## src/rtl/if_fetch_unit.sv

```systemverilog
// Instruction-fetch front end: owns the PC, fetches over a req/ready handshake
// and feeds the IF/ID register, emitting all-zero bubbles when nothing is valid.
module if_fetch_unit #(
    parameter logic [31:0] RESET_PC = 32'h0000_0000
) (
    input  logic        clk,
    input  logic        rst,
    input  logic        Freeze,
    input  logic        Branch_taken,
    input  logic [31:0] Branch_address,
    output logic        imem_req,
    output logic [31:0] imem_addr,
    input  logic        imem_ready,
    input  logic [31:0] imem_rdata,
    output logic [31:0] PC,
    output logic [31:0] instruction,
    output logic        valid
);

    typedef enum logic [1:0] {
        S_FETCH,
        S_DISCARD,
        S_HOLD
    } state_e;

    state_e      state_q, state_d;
    logic [31:0] pc_q, pc_d;
    logic [31:0] stale_q, stale_d;
    logic [31:0] hold_q, hold_d;
    logic [31:0] pc_plus4;

    assign pc_plus4 = pc_q + 32'd4;

    always_ff @(posedge clk) begin
        if (rst) begin
            state_q <= S_FETCH;
            pc_q    <= RESET_PC;
            stale_q <= '0;
            hold_q  <= '0;
        end else begin
            state_q <= state_d;
            pc_q    <= pc_d;
            stale_q <= stale_d;
            hold_q  <= hold_d;
        end
    end

    always_comb begin
        state_d = state_q;
        pc_d    = pc_q;
        stale_d = stale_q;
        hold_d  = hold_q;
        unique case (state_q)
            S_FETCH: begin
                if (Branch_taken) begin
                    pc_d = Branch_address;
                    // A busy request must drain before the new target is issued.
                    if (!imem_ready) begin
                        stale_d = pc_q;
                        state_d = S_DISCARD;
                    end
                end else if (imem_ready) begin
                    if (Freeze) begin
                        hold_d  = imem_rdata;
                        state_d = S_HOLD;
                    end else begin
                        pc_d = pc_plus4;
                    end
                end
            end
            S_DISCARD: begin
                if (Branch_taken) pc_d = Branch_address;
                if (imem_ready)   state_d = S_FETCH;
            end
            S_HOLD: begin
                if (Branch_taken) begin
                    pc_d    = Branch_address;
                    state_d = S_FETCH;
                end else if (!Freeze) begin
                    pc_d    = pc_plus4;
                    state_d = S_FETCH;
                end
            end
            default: state_d = S_FETCH;
        endcase
    end

    always_comb begin
        imem_req    = 1'b0;
        imem_addr   = pc_q;
        valid       = 1'b0;
        instruction = '0;
        PC          = '0;
        if (rst) begin
            imem_addr = RESET_PC;
        end else begin
            unique case (state_q)
                S_FETCH: begin
                    imem_req = 1'b1;
                    if (imem_ready && !Branch_taken && !Freeze) begin
                        valid       = 1'b1;
                        instruction = imem_rdata;
                        PC          = pc_plus4;
                    end
                end
                S_DISCARD: begin
                    imem_req  = 1'b1;
                    imem_addr = stale_q;
                end
                S_HOLD: begin
                    if (!Branch_taken) begin
                        valid       = 1'b1;
                        instruction = hold_q;
                        PC          = pc_plus4;
                    end
                end
                default: ;
            endcase
        end
    end

endmodule

```

## config.mk

```make
export PLATFORM = sky130hd
export DESIGN_NAME = if_fetch_unit
export DESIGN_NICKNAME = d
export VERILOG_FILES = /design/src/rtl/if_fetch_unit.sv
export SDC_FILE = /design/constraint.sdc
export NUM_CORES = 1
export LEC_CHECK = 0
export BUFFER_PORTS_ARGS = -buffer_cell sky130_fd_sc_hd__buf_4
export CAP_MARGIN = 40
export CORE_UTILIZATION = 57
export DETAILED_ROUTE_END_ITERATION = 6
export PLACE_DENSITY = 0.88
export SYNTH_ARGS = -nofsm -noshare
export SYNTH_HDL_FRONTEND = slang
export SYNTH_SLANG_ARGS = --single-unit
export TNS_END_PERCENT = 5
```

## constraint.sdc

```tcl
create_clock -name clk -period 5.2 [get_ports clk]
set_input_delay 0.26 -clock clk [delete_from_list [all_inputs] [get_ports clk]]
set_output_delay 0.26 -clock clk [all_outputs]
set_load 0.005 [all_outputs]
```

==> results of run 1 <==
critical path, stage by stage (launching register included):
cell     delay, ns
dfxtp_1       0.47
ha_1          0.30
nand4_1       0.41
or4_1         0.65
nor3_1        0.25
xnor2_1       0.18
nor2_1        0.07
buf_4         0.16
worst max path at each step:
| stage | start | to | slack [ns] | depth (start not counted) |
|---|---|---|---|---|
| after floorplan | pc_q[2] | PC[26] | 3.04 | 6 |
| after global placement | state_q[0] | pc_q[14] | 2.62 | 7 |
| after detailed placement | state_q[0] | pc_q[24] | 2.56 | 7 |
| after CTS | state_q[1] | PC[1] | 2.15 | 8 |
| after global routing | pc_q[2] | PC[26] | 1.91 | 7 |
| final | pc_q[2] | PC[26] | 2.08 | 7 |
cell type report:
cell class | instances | area share (%)
Inverter | 6 | 0.310
Timing Repair Buffer | 179 | 18.9
Tap cell | 133 | 2.29
Clock buffer | 10 | 1.89
Sequential cell | 98 | 27.0
Clock inverter | 6 | 1.24
Multi-Input combinational cell | 668 | 48.4
metrics by stage:
step	cell area (sq um)	hold WS (ns)	power (W)	setup WS, ns	instances
3_3_place_gp	6990	0.443	0.00111	2.62	1081
4_1_cts	7260	0.0893	0.00167	2.15	1100
2_1_floorplan	5850	0.337	0.00100	3.04	863
3_5_place_dp	7040	0.448	0.00112	2.56	1084
5_1_grt	7260	0.0906	0.00173	1.91	1100
6_report	7260	0.0927	0.00167	2.08	1100
power breakdown:
part	internal, W	switching, W
Sequential	0.000782	0.0000478
Combinational	0.000124	0.000156
Clock	0.000285	0.000281
Total	0.00119	0.000485
kinds of logic after synthesis:
family | after synthesis | synth area share [%]
and+or+nand+nor | 418 | 32.2
AOI/OAI and AO/OA | 216 | 22.1
DFF | 98 | 33.6
buffers and inverters | 97 | 6.81
xor gates and xnor gates | 27 | 4.05
muxes | 6 | 1.09
adders and majority gates | 1 | 0.214
metal layers:
layer | vias to the layer above | wire length, microns
met5 | - | 0
met4 | 0 | 370
met3 | 35 | 1540
met2 | 323 | 8060
met1 | 2954 | 7030
li1 | 3136 | -
synthesized netlist by cell type (9+ instances only):
library cell    n  area [sq um]
nand2_1       233           875
a21oi_1       117           586
dfxtp_1        98          1960
nor2_1         79           297
clkbuf_1       70           263
a22oi_1        40           300
o21ai_0        20           100
nand3_1        18          90.1
xnor2_1        17           149
nor3_1         16          80.1
buf_2          13          65.1
xor2_1         10          87.6
a31oi_1         9          56.3
and2_1          9          56.3
sequential cells by signal, summed over array words and instances, names as in the netlist:
name and flops:
hold_q 32, stale_q 32, state_q 2, pc_q 32
==> results.yml, run 1 <==
critical_path:
  r2r_end: "pc_q[14]"
  r2r_cells: 7
  crit_required_ns: 4.94
  worstPathMaxFanout: 10
  critPathLaunchType: "flip-flop"
  end_kind: "output pin"
  r2r-start: "state_q[0]"
  critPathKind: "reg2out"
  r2r_slack_ns: 2.50
  arrival_ns: 2.86
clocking:
  ctsHoldBuffers: 0
  cts_resized: 0
  path_clk_slew_ns: 0.10
  cts_tree: "done"
  clkLatencyLatePin_ns: 0.37
  h-tree-depth: 3
  postCtsSetupRepairBufs: 0
  clockBufferDepth: 2
  numClockSinks: 98
  numCtsBuffers: 9
  cts_root_buffer: "clkbuf_8"
global_routing:
  grt_overflow_total: 0
  use_met1_pct: 39.3
  top_usage_layer: "met2"
  grt_start_max_net_pins: 77
  grt_use_met2_pct: 52.2
  first_global_vias: 5539
  antenna_found_initial: 0
  use_met3_pct: 7.53
  grt_usage_pct: 31.1
  grt_pass1_wl_microns: 26300
finish:
  antenna_cells: 0
  register_area_sq_um: 1960
  fill_cells: 797
  layout_common_cells: "233 x nand2_1, 176 x buf_4, 117 x a21oi_1"
  drive_above_1_share_pct: 22.2
  final_net_count: 1032
  fin_util_pct: 73.6
  mostFrequentLayoutCell: "nand2_1"
  multi_input_area_sq_um: 3510
  syn_to_final_growth_pct: 24.3
placement:
  gp_congestion: 0.913
  hpwlAfterDp_microns: 11300
  io_buffer_count: 166
sta:
  worstMarginPinSlew_ns: 0.849
  slew_headroom_pct: 43.1
  setup_tns_ns: 0
  rsz0062_at_grt: "false"
  hold_violations: 0
  max_freq_ghz: 0.320
  finalCriticalPeriod_ns: 3.12
  fin_skew_ns: 0.0145
  slew_viol_final: 0
  fin_crit_sh_pct: 60.1
  setup_viol: 0
floorplan:
  dieArea_sq_um: 10700
  die_y_microns: 103
  die_w_microns: 103
  rows: 36
  coreArea_sq_um: 9860
  start_util_pct: 59.3
  ioPinCount: 167
logic_synthesis:
  syn_nets: 933
  synth_area_sq_um: 5850
  synth_flop_cell: "dfxtp_1"
  ys_seq_area_share_pct: 33.6
  async_reset_ff_share_pct: 0
  ys.warnings.count: 0
  synth_seq_cells: 98
  syn_inst: 863
  synth_edf_count: 0
  post_synth_num_cell_types: 58
  syn_avg_cell_area_sq_um: 6.77
detailed_routing:
  route.antenna.remaining_nets: 0
  drt_iter0_markers: 518
  drc_errors: 2
  wirelength_microns: 17000
  num_vias: 6448
  wl_per_cell_microns: 15.5
  viasPerCell: 5.86
  first_pass_iters: 7
min_path:
  min_path_type: "in2reg"
  hp-start: "imem_ready"
  whs_path_depth: 2
  hold_path_end: "state_q[0]"
pwr:
  p_per_area_nw_per_um2: 231
  power_leakage_nw: 2.67
  vdd_ir_drop_max_mv: 0.204
outcome:
  failed_checks: "design-rule violations"
  status: "finished, violations left"
flow_run:
  max-cap-violations: 0
Note: power is estimated with default switching activity, not from simulation.
==> run 2, diff against run 1 <==
--- a/config.mk
+++ b/config.mk
@@ -5,11 +5,12 @@
 export SDC_FILE = /design/constraint.sdc
 export NUM_CORES = 1
 export LEC_CHECK = 0
+export ABC_AREA = 1
 export BUFFER_PORTS_ARGS = -buffer_cell sky130_fd_sc_hd__buf_4
 export CAP_MARGIN = 40
-export CORE_UTILIZATION = 57
+export CORE_UTILIZATION = 52
 export DETAILED_ROUTE_END_ITERATION = 6
-export PLACE_DENSITY = 0.88
+export PLACE_DENSITY = 0.83
 export SYNTH_ARGS = -nofsm -noshare
 export SYNTH_HDL_FRONTEND = slang
 export SYNTH_SLANG_ARGS = --single-unit
==> constraint.sdc (replaced) <==
create_clock -name clk -period 3 [get_ports clk]
set_input_delay 0.15 -clock clk [delete_from_list [all_inputs] [get_ports clk]]
set_output_delay 0.15 -clock clk [all_outputs]
set_load 0.005 [all_outputs]
==> results.yml, run 2 <==
logic_synthesis:
  synth_edf_count: 0
  synth_seq_cells: 98
  synth.area.top_cells: "dfxtp_1 36%, nor2_1 14%, o21ai_0 12%, a21oi_1 9.3%, nand2_1 8.0%"
  synth_top_area_share_pct: 35.5
  syn_inst: 865
  yosys-top-cells-count: "204 x nor2_1, 134 x o21ai_0, 117 x nand2_1"
  ys.warnings.count: 0
  yosysMostFrequentCell: "nor2_1"
  synth_flop_cell: "dfxtp_1"
  synth_area_sq_um: 5520
  post_synth_num_cell_types: 29
  syn_nets: 935
  async_reset_ff_share_pct: 0
  yosysTopAreaCell: "dfxtp_1"
  ys_seq_area_share_pct: 35.5
  syn_avg_cell_area_sq_um: 6.38
global_routing:
  grt_start_max_net_pins: 54
  grt_usage_pct: 29.8
  first_global_vias: 5630
  use_met3_pct: 6.86
  top_usage_layer: "met2"
  grt_overflow_total: 0
  grt_pass1_wl_microns: 26600
  use_met1_pct: 38.4
  grt_use_met2_pct: 48.1
  antenna_found_initial: 0
floorplan:
  die_w_microns: 105
  ioPinCount: 167
  coreArea_sq_um: 10300
  start_util_pct: 53.5
  die_y_microns: 105
  dieArea_sq_um: 11000
  rows: 37
critical_path:
  end_kind: "output pin"
  path_cells: "ha_1 -> nand2_1 -> nor2_1 -> nand2_1 -> nor2_1 -> nand2_1 -> nand2_1 -> nand2_1 -> nor2_1 -> buf_4"
  worstPathMaxFanout: 8
  path_common_cell: "nand2_1"
  arrival_ns: 2.21
  critPathKind: "reg2out"
  cp_slowest_stage_delay_ns: 0.46
  critPathLaunchType: "flip-flop"
  crit_buf_inv: 1
  slowest_stage: "dfxtp_1"
  crit_family: "simple AND/OR/NAND/NOR gates"
  crit_required_ns: 2.85
min_path:
  min_path_type: "in2reg"
sta:
  rsz0062_at_grt: "false"
  worstMarginPinSlew_ns: 0.828
  slew_viol_final: 0
  max_freq_ghz: 0.423
  hold_violations: 0
  finalCriticalPeriod_ns: 2.36
  setup_viol: 0
  fin_skew_ns: 0.0114
  slew_headroom_pct: 44.8
  setup_tns_ns: 0
  fin_crit_sh_pct: 78.8
clocking:
  clkLatencyLatePin_ns: 0.38
  cts_tree: "done"
  h-tree-depth: 3
  numClockSinks: 98
  cts_root_buffer: "clkbuf_8"
  postCtsSetupRepairBufs: 0
  clockBufferDepth: 2
  numCtsBuffers: 9
  cts_resized: 0
  ctsHoldBuffers: 0
  path_clk_slew_ns: 0.10
placement:
  io_buffer_count: 166
  dpl_cell_area_sq_um: 6770
  dp_cells: 1123
  gp_congestion: 0.929
  hpwlAfterDp_microns: 11400
detailed_routing:
  wirelength_microns: 16000
  num_vias: 6140
  route.antenna.remaining_nets: 0
  viasPerCell: 5.39
  drc_errors: 0
  first_pass_iters: 5
  wl_per_cell_microns: 14.0
  drt_iter0_markers: 404
finish:
  drive_above_1_share_pct: 21.4
  fill_cells: 1012
  final_net_count: 1068
  largestRegisters: "hold_q x32, pc_q x32, stale_q x32"
  layout_common_cells: "204 x nor2_1, 178 x buf_4, 134 x o21ai_0"
  mostFrequentLayoutCell: "nor2_1"
  final_cells: 1139
  stdcell_area_sq_um: 6950
  antenna_cells: 0
  syn_to_final_growth_pct: 25.9
flow_run:
  max-cap-violations: 0
pwr:
  power_leakage_nw: 2.96
  vdd_ir_drop_max_mv: 0.316
  p_per_area_nw_per_um2: 418
outcome:
  status: "finished clean"
==> run 2: cell types whose count changed after synthesis, sizes merged, moves of 13 or more <==
| cell | before | now |
|---|---|---|
| nor2 | 79 | 213 |
| o21ai | 20 | 135 |
| nand2 | 233 | 120 |
| inv | 6 | 53 |
| clkbuf | 72 | 34 |
| nand3 | 19 | 35 |
| nor3 | 17 | 1 |
| a21oi | 117 | 103 |
| xnor2 | 17 | 4 |
==> run 2: tightest hold or removal path, stage by stage <==
cell	delay, ns
buf_4	0.08
o21ai_0	0.07
nor2_1	0.07
==> run 2: routing by layer <==
layer	wire, microns	share of wire (%)
met5	0	0
met3	1380	8.6
met1	6850	43
met4	407	2.5
met2	7360	46
==> run 2: logic make-up after synthesis <==
group / count (synthesis) / share of synthesized area, %
AO/OA/AOI/OAI: 274 / 26.7
XOR/XNOR: 8 / 1.27
buffers and inverters: 111 / 8.75
AND/OR/NAND/NOR: 373 / 27.6
adder cells (fa/ha/maj): 1 / 0.227
flip-flops: 98 / 35.5
==> run 2: stage by stage <==
| stage | worst slack [ns] | hold WS [ns] | total power (W) | util, % |
|---|---|---|---|---|
| after floorplan | 1.44 | 0.310 | 0.00186 | - |
| after global placement | 1.07 | 0.411 | 0.00211 | 65.3 |
| after detailed placement | 1.06 | 0.418 | 0.00213 | 65.6 |
| after CTS | 0.642 | 0.0127 | 0.00292 | 67.3 |
| after global routing | 0.449 | 0.0184 | 0.00307 | 67.3 |
| final | 0.635 | 0.0242 | 0.00291 | 67.3 |
==> run 2: power by group <==
| group | internal (W) | switching (W) | total [W] |
|---|---|---|---|
| logic | 0.000258 | 0.000354 | 0.000612 |
| clock network | 0.000313 | 0.000494 | 0.000807 |
| registers | 0.00140 | 0.0000899 | 0.00149 |
==> run 2: cell type report <==
type | count | area [sq um] | share of cell area (%)
Clock buffer | 10 | 128 | 1.84
Clock inverter | 6 | 48.8 | 0.702
Inverter | 54 | 203 | 2.92
Multi-Input combinational cell | 656 | 3080 | 44.2
Sequential cell | 98 | 1960 | 28.2
Tap cell | 136 | 170 | 2.45
Timing Repair Buffer | 179 | 1360 | 19.6
==> run 2: final timing paths <==
| kind | from | to | slack, ns | cells after the start |
|---|---|---|---|---|
| worst max-delay path | pc_q[2] | PC[24] | 0.64 | 10 |
| worst min-delay path | imem_rdata[13] | hold_q[13] | 0.02 | 3 |
| worst max register to register | state_q[0] | pc_q[5] | 1.12 | 8 |
| worst min register to register | hold_q[5] | hold_q[5] | 0.49 | 2 |
